**src/rtl/mp_addsub_seq.sv**
```systemverilog
// mp_addsub_seq: limb-serial multi-precision adder/subtractor with an optional
// right shift by one of the (WIDTH+1)-bit result.
//
// Ports:
//   clk       rising-edge clock
//   resetn    asynchronous active-low reset
//   start     operation request, accepted in IDLE and DONE
//   subtract  0: a+b, 1: a-b (latched with start)
//   shift     1: result is right-shifted by one (latched with start)
//   in_a      operand A, WIDTH bits (latched with start)
//   in_b      operand B, WIDTH bits (latched with start)
//   result    registered WIDTH+1 bit result, held until the next completion
//   carry     carry out of bit WIDTH-1; for subtract, 1 iff a >= b
//   busy      high while the limb loop runs
//   done      one-cycle completion pulse
module mp_addsub_seq #(
    parameter int unsigned WIDTH = 514,
    parameter int unsigned LIMB  = 128
) (
    input  logic             clk,
    input  logic             resetn,
    input  logic             start,
    input  logic             subtract,
    input  logic             shift,
    input  logic [WIDTH-1:0] in_a,
    input  logic [WIDTH-1:0] in_b,
    output logic [WIDTH:0]   result,
    output logic             carry,
    output logic             busy,
    output logic             done
);

    localparam int unsigned NLIMB = (WIDTH + LIMB - 1) / LIMB;
    localparam int unsigned EXTW  = NLIMB * LIMB;
    // Number of meaningful bits in the most significant limb.
    localparam int unsigned TOPW  = WIDTH - (NLIMB - 1) * LIMB;
    localparam int unsigned CW    = (NLIMB > 1) ? $clog2(NLIMB) : 1;
    localparam int unsigned SW    = LIMB + 1;

    typedef enum logic [1:0] {
        ST_IDLE = 2'd0,
        ST_CALC = 2'd1,
        ST_DONE = 2'd2
    } state_t;

    state_t          state_q;
    state_t          state_d;

    logic [EXTW-1:0] a_sr;
    logic [EXTW-1:0] b_sr;
    logic [EXTW-1:0] acc_q;
    logic [EXTW-1:0] acc_nxt;
    logic [EXTW-1:0] a_ext;
    logic [EXTW-1:0] b_ext;
    logic [LIMB-1:0] a_l;
    logic [LIMB-1:0] b_l;
    logic [LIMB:0]   s;
    logic            c_q;
    logic            sub_q;
    logic            shift_q;
    logic            co;
    logic            accept;
    logic            last;
    logic [CW-1:0]   cnt_q;
    logic [WIDTH:0]  r_full;

    // Operand capture: zero-extend first, then invert B for subtraction.
    assign a_ext  = EXTW'(in_a);
    assign b_ext  = EXTW'(in_b) ^ {EXTW{subtract}};

    assign accept = start && (state_q != ST_CALC);
    assign last   = (cnt_q == CW'(NLIMB - 1));

    // Operands shift down one limb per cycle, so the current limb is always at the bottom.
    assign a_l    = a_sr[LIMB-1:0];
    assign b_l    = b_sr[LIMB-1:0];
    assign s      = SW'(a_l) + SW'(b_l) + SW'(c_q);

    // Accumulator fills from the top; after NLIMB limbs limb 0 sits at the LSB.
    assign acc_nxt = EXTW'({s[LIMB-1:0], acc_q} >> LIMB);

    // Carry out of bit WIDTH-1: either the limb carry, or the carry into bit TOPW
    // of the last limb recovered from its sum bit.
    if (TOPW == LIMB) begin : g_co_full
        assign co = s[LIMB];
    end else begin : g_co_part
        assign co = s[TOPW] ^ a_l[TOPW] ^ b_l[TOPW];
    end

    assign r_full = {co ^ sub_q, acc_nxt[WIDTH-1:0]};

    // Next-state logic.
    always_comb begin
        state_d = state_q;
        case (state_q)
            ST_IDLE: if (start) state_d = ST_CALC;
            ST_CALC: if (last)  state_d = ST_DONE;
            ST_DONE: state_d = start ? ST_CALC : ST_IDLE;
            default: state_d = ST_IDLE;
        endcase
    end

    // State register.
    always_ff @(posedge clk or negedge resetn) begin
        if (!resetn) begin
            state_q <= ST_IDLE;
        end else begin
            state_q <= state_d;
        end
    end

    // Datapath and registered outputs.
    always_ff @(posedge clk or negedge resetn) begin
        if (!resetn) begin
            a_sr    <= '0;
            b_sr    <= '0;
            acc_q   <= '0;
            c_q     <= 1'b0;
            sub_q   <= 1'b0;
            shift_q <= 1'b0;
            cnt_q   <= '0;
            result  <= '0;
            carry   <= 1'b0;
            busy    <= 1'b0;
            done    <= 1'b0;
        end else begin
            busy <= (state_d == ST_CALC);
            done <= (state_d == ST_DONE);
            if (accept) begin
                a_sr    <= a_ext;
                b_sr    <= b_ext;
                sub_q   <= subtract;
                shift_q <= shift;
                c_q     <= subtract;
                cnt_q   <= '0;
            end else if (state_q == ST_CALC) begin
                a_sr  <= a_sr >> LIMB;
                b_sr  <= b_sr >> LIMB;
                acc_q <= acc_nxt;
                c_q   <= s[LIMB];
                cnt_q <= cnt_q + CW'(1);
                if (last) begin
                    result <= shift_q ? {1'b0, r_full[WIDTH:1]} : r_full;
                    carry  <= co;
                end
            end
        end
    end

endmodule

```
**config.mk**
```make
export PLATFORM = sky130hd
export DESIGN_NAME = mp_addsub_seq
export DESIGN_NICKNAME = d
export VERILOG_FILES = /design/src/rtl/mp_addsub_seq.sv
export SDC_FILE = /design/constraint.sdc
export NUM_CORES = 2
export LEC_CHECK = 0
export ABC_AREA = 0
export CAP_MARGIN = 15
export CELL_PAD_IN_SITES_DETAIL_PLACEMENT = 1
export CELL_PAD_IN_SITES_GLOBAL_PLACEMENT = 2
export CORE_AREA = 2 2 598 600
export DETAILED_ROUTE_END_ITERATION = 12
export DIE_AREA = 0 0 600 602
export GPL_ROUTABILITY_DRIVEN = 0
export GPL_TIMING_DRIVEN = 0
export HOLD_SLACK_MARGIN = 0.08
export PLACE_DENSITY_LB_ADDON = 0.1
export SLEW_MARGIN = 20
export SYNTH_ARGS = -nofsm -noshare
export SYNTH_HDL_FRONTEND = slang
export SYNTH_SLANG_ARGS = --single-unit
```
**constraint.sdc**
```tcl
create_clock -name clk -period 4.3 [get_ports clk]
set_input_delay 0.43 -clock clk [delete_from_list [all_inputs] [get_ports clk]]
set_output_delay 0.43 -clock clk [all_outputs]
set_load 0.02 [all_outputs]
```
Word level (Yosys, flattened, before mapping)

Cells that the tools add are included.

Flip-flop bits (word level): 2446
Bits of input ports: 1033
Output and inout port bits: 518
Logic and storage cells: 44

Add/subtract/negate cells: 3
Equality and inequality tests: 6
Multiplexer cells: 13
Bitwise operators: 5
Reductions and logical operators: 5

Operator list:

| kind                  | count |
|---|---|
| $mux W640             | 4 |
| $xor A514 B640 Y640   | 1 |
| $mux W515             | 1 |
| $add A128 B128 Y129   | 1 |
| $add A129 B1 Y129     | 1 |
| $mux W3               | 2 |
| $pmux W2 S3           | 1 |
| $eq A2 B1 Y1 const B  | 2 |
| $eq A2 B2 Y1 const B  | 2 |
| $mux W2               | 2 |
| $add A3 B1 Y3 const B | 1 |
| $eq A3 B3 Y1 const B  | 1 |
| $mux W1               | 3 |
| $reduce_and A3 Y1     | 1 |
| $xor A1 B1 Y1         | 3 |
| $logic_not A2 Y1      | 1 |
| $ne A2 B1 Y1 const B  | 1 |
| $reduce_and A2 Y1     | 1 |
| $reduce_bool A2 Y1    | 1 |
| $logic_and A1 B1 Y1   | 1 |
| $not A1 Y1            | 1 |

Logic depth before layout (Yosys ltp)

Depth in word-level cells: 6
Depth in mapped cells: 14

Worst setup path after synthesis

OpenSTA, ideal clock, no wires.

Kind: register -> register
From: reg a_sr[0]
To: reg acc_q[628]
Data arrival time: 3.294 ns
Data required time: 4.174 ns
Setup slack: 0.880 ns
Cell stages (with the launch flop): 15
Path buffers: 0
Period minus slack after synthesis: 3.420 ns
Path through: dfrtp_1 -> fa_1 -> inv_1 -> fa_1 -> nor2b_1 -> o311ai_0 -> a21o_1 -> a2111oi_0 -> a211oi_1 -> o22ai_1 -> and4_1 -> nor3_2 -> o211a_1 -> nor3_1 -> o32a_1

Longest elaborated chain between the ends: 2

RTL lines:

| what                   | RTL line | source |
|---|---|---|
| start, declared        | 49       | `logic [EXTW-1:0] a_sr;` |
| start signal, assigned | 130      | `a_sr <= a_ext;` |
| start signal, assigned | 137      | `a_sr <= a_sr >> LIMB;` |
| $add A128 B128 Y129    | 77       | `assign s = SW'(a_l) + SW'(b_l) + SW'(c_q);` |
| $add A129 B1 Y129      | 77       |  |
| end signal, assigned   | 139      | `acc_q <= acc_nxt;` |
| end, declared          | 51       | `logic [EXTW-1:0] acc_q;` |

Every way passes these cells.
A chain may end at the register's enable or synchronous reset.

Final worst setup path

From: reg b_sr[0]
To: reg acc_q[612]

Longest elaborated chain between the ends: 2

RTL lines:

| what                   | RTL line | source |
|---|---|---|
| start, declared        | 50       | `logic [EXTW-1:0] b_sr;` |
| start signal, assigned | 131      | `b_sr <= b_ext;` |
| start signal, assigned | 138      | `b_sr <= b_sr >> LIMB;` |
| $add A128 B128 Y129    | 77       |  |
| $add A129 B1 Y129      | 77       |  |

Every way passes these cells.

==> metrics.md <==
| Metric | Value |
|---|---|
| Status | `completed` |
| Worst EP arrival | `5.00 ns` |
| Dpl hpwl | `434 mm` |
| Port Buf Inserts | `1548` |
| Die Wd | `600 um` |
| DRC Markers | `0` |
| Clock slew at reported path FFs | `0.06 ns` |
| Antenna Nets Post-Route | `0` |
| Most common cell after layout, fill and taps aside | `nand2_1` |
| Pleak | `58.9 nW` |
| Worst r2r path cells | `15` |
| Worst min path class | `in2reg` |
| Layout area overhead | `32.0%` |
| Synthesized area | `101000 um^2` |
| Final wirelength | `516 mm` |
| TritonCTS buffer count | `265` |
| Sequential share of the synthesized area | `51.5%` |
| Reg2reg setup slack | `0.09 ns` |
| Seq cells post-synth | `2067` |
| Main synth FF type | `dfrtp_1` |
| Cells after Synth | `10994` |
| Post-synthesis adder-cell area fraction | `1.65%` |
| Setup violators final | `0` |
| Share of the synthesized area in the top cell type | `51.5%` |
| Wire per inst | `28.8 um` |
| NumNets Final | `14032` |
| Critical path type | `reg2reg` |
| CP endpoint kind | `register` |
| Relative slew slack | `14.5%` |
| Synth area leader | `dfrtp_1` |
| Via density per instance | `4.93` |
| Average footprint of a synthesized cell | `9.14 um^2` |
| DRT Pass-1 Iters | `7` |
| Worst path slowest cell | `dfrtp_2` |
| Largest net degree at the start of global routing | `140` |
| TritonCTS Sinks | `2067` |
| First-pass GRT wire length | `723 mm` |
| Die height | `602 um` |
| Tcrit/Tclk final | `98.0%` |
| Most numerous cell on the critical path | `fa_1` |
| RR Startpoint | `b_sr[0]` |
| Setup_tns | `0 ns` |
| H-tree levels | `5` |
| Worst Hold End | `a_sr[509]` |
| Clock tree root driver cell | `clkbuf_16` |
| Grt ovf | `0` |
| Max Fclk | `237 MHz` |
| Post-synth ARST share | `100%` |
| Ys Warns | `0` |
| Antenna violations before repair | `261` |
| Cell variety after synth | `72` |
| FF-to-FF End | `acc_q[612]` |
| Vias | `88292` |
| Initial Util | `28.3%` |
| CTS tree | `built` |
| Worst setup SP type | `register` |
| Hold path depth | `3` |
| Worst Path Required | `5.09 ns` |
| Crit path max fanout | `4` |
| Cell row count | `219` |
| P per Cell Area | `786 nW/um^2` |
| Max incr delay on CP | `0.46 ns` |
| DRT iter0 DRCs | `5330` |
| RSZ-0062 raised after global routing | `no` |
| Critical-path cell list | `fa_1 -> inv_1 -> fa_1 -> nor2b_1 -> o311ai_2 -> a21o_2 -> a2111oi_4 -> a211oi_2 -> buf_4 -> o22ai_2 -> and4_2 -> nor3_4 -> o211a_1 -> xnor2_1 -> mux2_2` |
| Post-synthesis mux area share | `10.3%` |
| Compound-Gate Fraction of Synth Area | `13.7%` |
| Number of synthesized flops with an enable pin | `0` |
| Max-cap viol count | `0` |
| Hold Crit Start | `in_a[509]` |
| Worst slew pin tran | `1.28 ns` |
| Ratio of cells with drive above 1 in the final layout | `4.60%` |
| Vias in the first global route | `95354` |
| DP Area | `123000 um^2` |
| Most frequent cells in the layout | `nand2_1, dfrtp_1, o21ai_0` |
| Design Area, Final | `133000 um^2` |
| Clock skew | `0.0381 ns` |
| Final min period | `4.21 ns` |
| Simple logic cell fraction of the synthesized area | `14.3%` |
| Latest clock arrival within the worst-skew pair | `0.93 ns` |
| Hold Slack | `0.132 ns` |
| Total die area | `361000 um^2` |
| Slew Viols, Final | `0` |
| Top cells by area, synth | `dfrtp_1, mux2i_1, nand2_1` |
| Largest family of logic cells by synthesized area | `simple AND/OR/NAND/NOR gates` |
| Post-Synth XOR/XNOR Area | `5.47%` |
| Final Hold Violating Endpoints | `0` |
| Synthesized Nets | `12158` |
| Core Area | `355000 um^2` |
| Total track usage | `28.0%` |
| Clk buf depth | `4` |
| I/O pin total | `1551` |
| Peak supply drop | `0.321 mV` |
[stage by stage]
step / setup slack [ns] / instances / util, % / total power, mW
6_report: 0.0864 / 17905 / 37.4 / 104
5_1_grt: 0.00219 / 17878 / 37.4 / 111
4_1_cts: 0.0104 / 17819 / 37.3 / 105
3_5_place_dp: -1.38 / 17337 / 34.7 / 82.0
3_3_place_gp: -95.66 / 17293 / 34.4 / 80.6
2_1_floorplan: 0.880 / 10994 / - / 57.9
[registers in the layout, indices dropped and copies added (netlist names)]
name,flops
b_sr,515
shift_q,1
done,1
busy,1
acc_q,512
carry,1
a_sr,514
sub_q,1
cnt_q,3
c_q,1
state_q,2
result,515
[power by group]
part           internal [mW]  switching, mW
Clock                   13.5           9.24
Combinational           16.0           28.8
Sequential              28.0           8.79
Total                   57.4           46.8
[synth_stat cells (16+ instances only)]
master and count:
a21o_1 67, a21oi_1 708, a31oi_1 23, buf_1 78
clkbuf_1 712, dfrtp_1 2067, ha_1 129, inv_1 55
mux2i_1 1028, nand2_1 2701, nand3_1 32, nand4_1 74
nor2_1 749, nor3_1 33, o21a_1 25, o21ai_0 1615
o21ai_1 28, o21bai_1 36, o31ai_1 17, or3_1 16
xnor2_1 585, xor2_1 43
[cell families after synthesis]
kind of cell	after synthesis
buffers and inverters	848
xor gates and xnor gates	628
DFF	2067
muxes	1032
and+or+nand+nor	3682
adders and majority gates	131
AOI/OAI and AO/OA	2606
[final cells by class]
class,count,area (um^2)
Fill cell,40567,222000
Sequential cell,2067,51700
Multi-Input combinational cell,8079,45900
Timing Repair Buffer,1613,16900
Clock buffer,393,7810
Tap cell,4751,5940
Buffer,787,3050
Clock inverter,73,895
Antenna cell,87,218
Inverter,55,206
[per-layer routing]
layer  wire [um]  track usage [%]  up-vias
li1            -                -    40897
met1      215000             34.2    44136
met2      250000             48.1     2236
met3       25400             5.40      919
met4       24100             11.5      104
met5         697                0        -
[critical path, delay by kind of cell, from the launching register on]
| kind | cells | cell delay, ns |
|---|---|---|
| buffers and inverters | 2 | 0.25 |
| AO/OA/AOI/OAI | 6 | 1.48 |
| AND/OR/NAND/NOR | 3 | 0.72 |
| adder cells (fa/ha/maj) | 2 | 0.71 |
| multiplexers | 1 | 0.28 |
| flip-flops | 1 | 0.46 |
| XOR/XNOR | 1 | 0.17 |
[worst max path at each step]
| stage | startpoint | to | cells past startpoint |
|---|---|---|---|
| after floorplan | a_sr[0] | acc_q[628] | 14 |
| after global placement | resetn | b_sr[498] | 1 |
| after detailed placement | b_sr[0] | acc_q[624] | 14 |
| after CTS | b_sr[0] | acc_q[612] | 15 |
| after global routing | a_sr[0] | acc_q[600] | 16 |
| final | b_sr[0] | acc_q[612] | 15 |
[repair_timing]
| action | in CTS | in global routing |
|---|---|---|
| hold buffers | 13 | 0 |
| setup endpoints to repair | 1280 | 24 |
| pin swaps | 7 | 4 |
| gates resized for setup | 51 | 12 |
| hold endpoints to repair | 246 | 0 |
| setup buffers | 6 | 2 |
No activity file was read; power rests on OpenSTA's default activity.
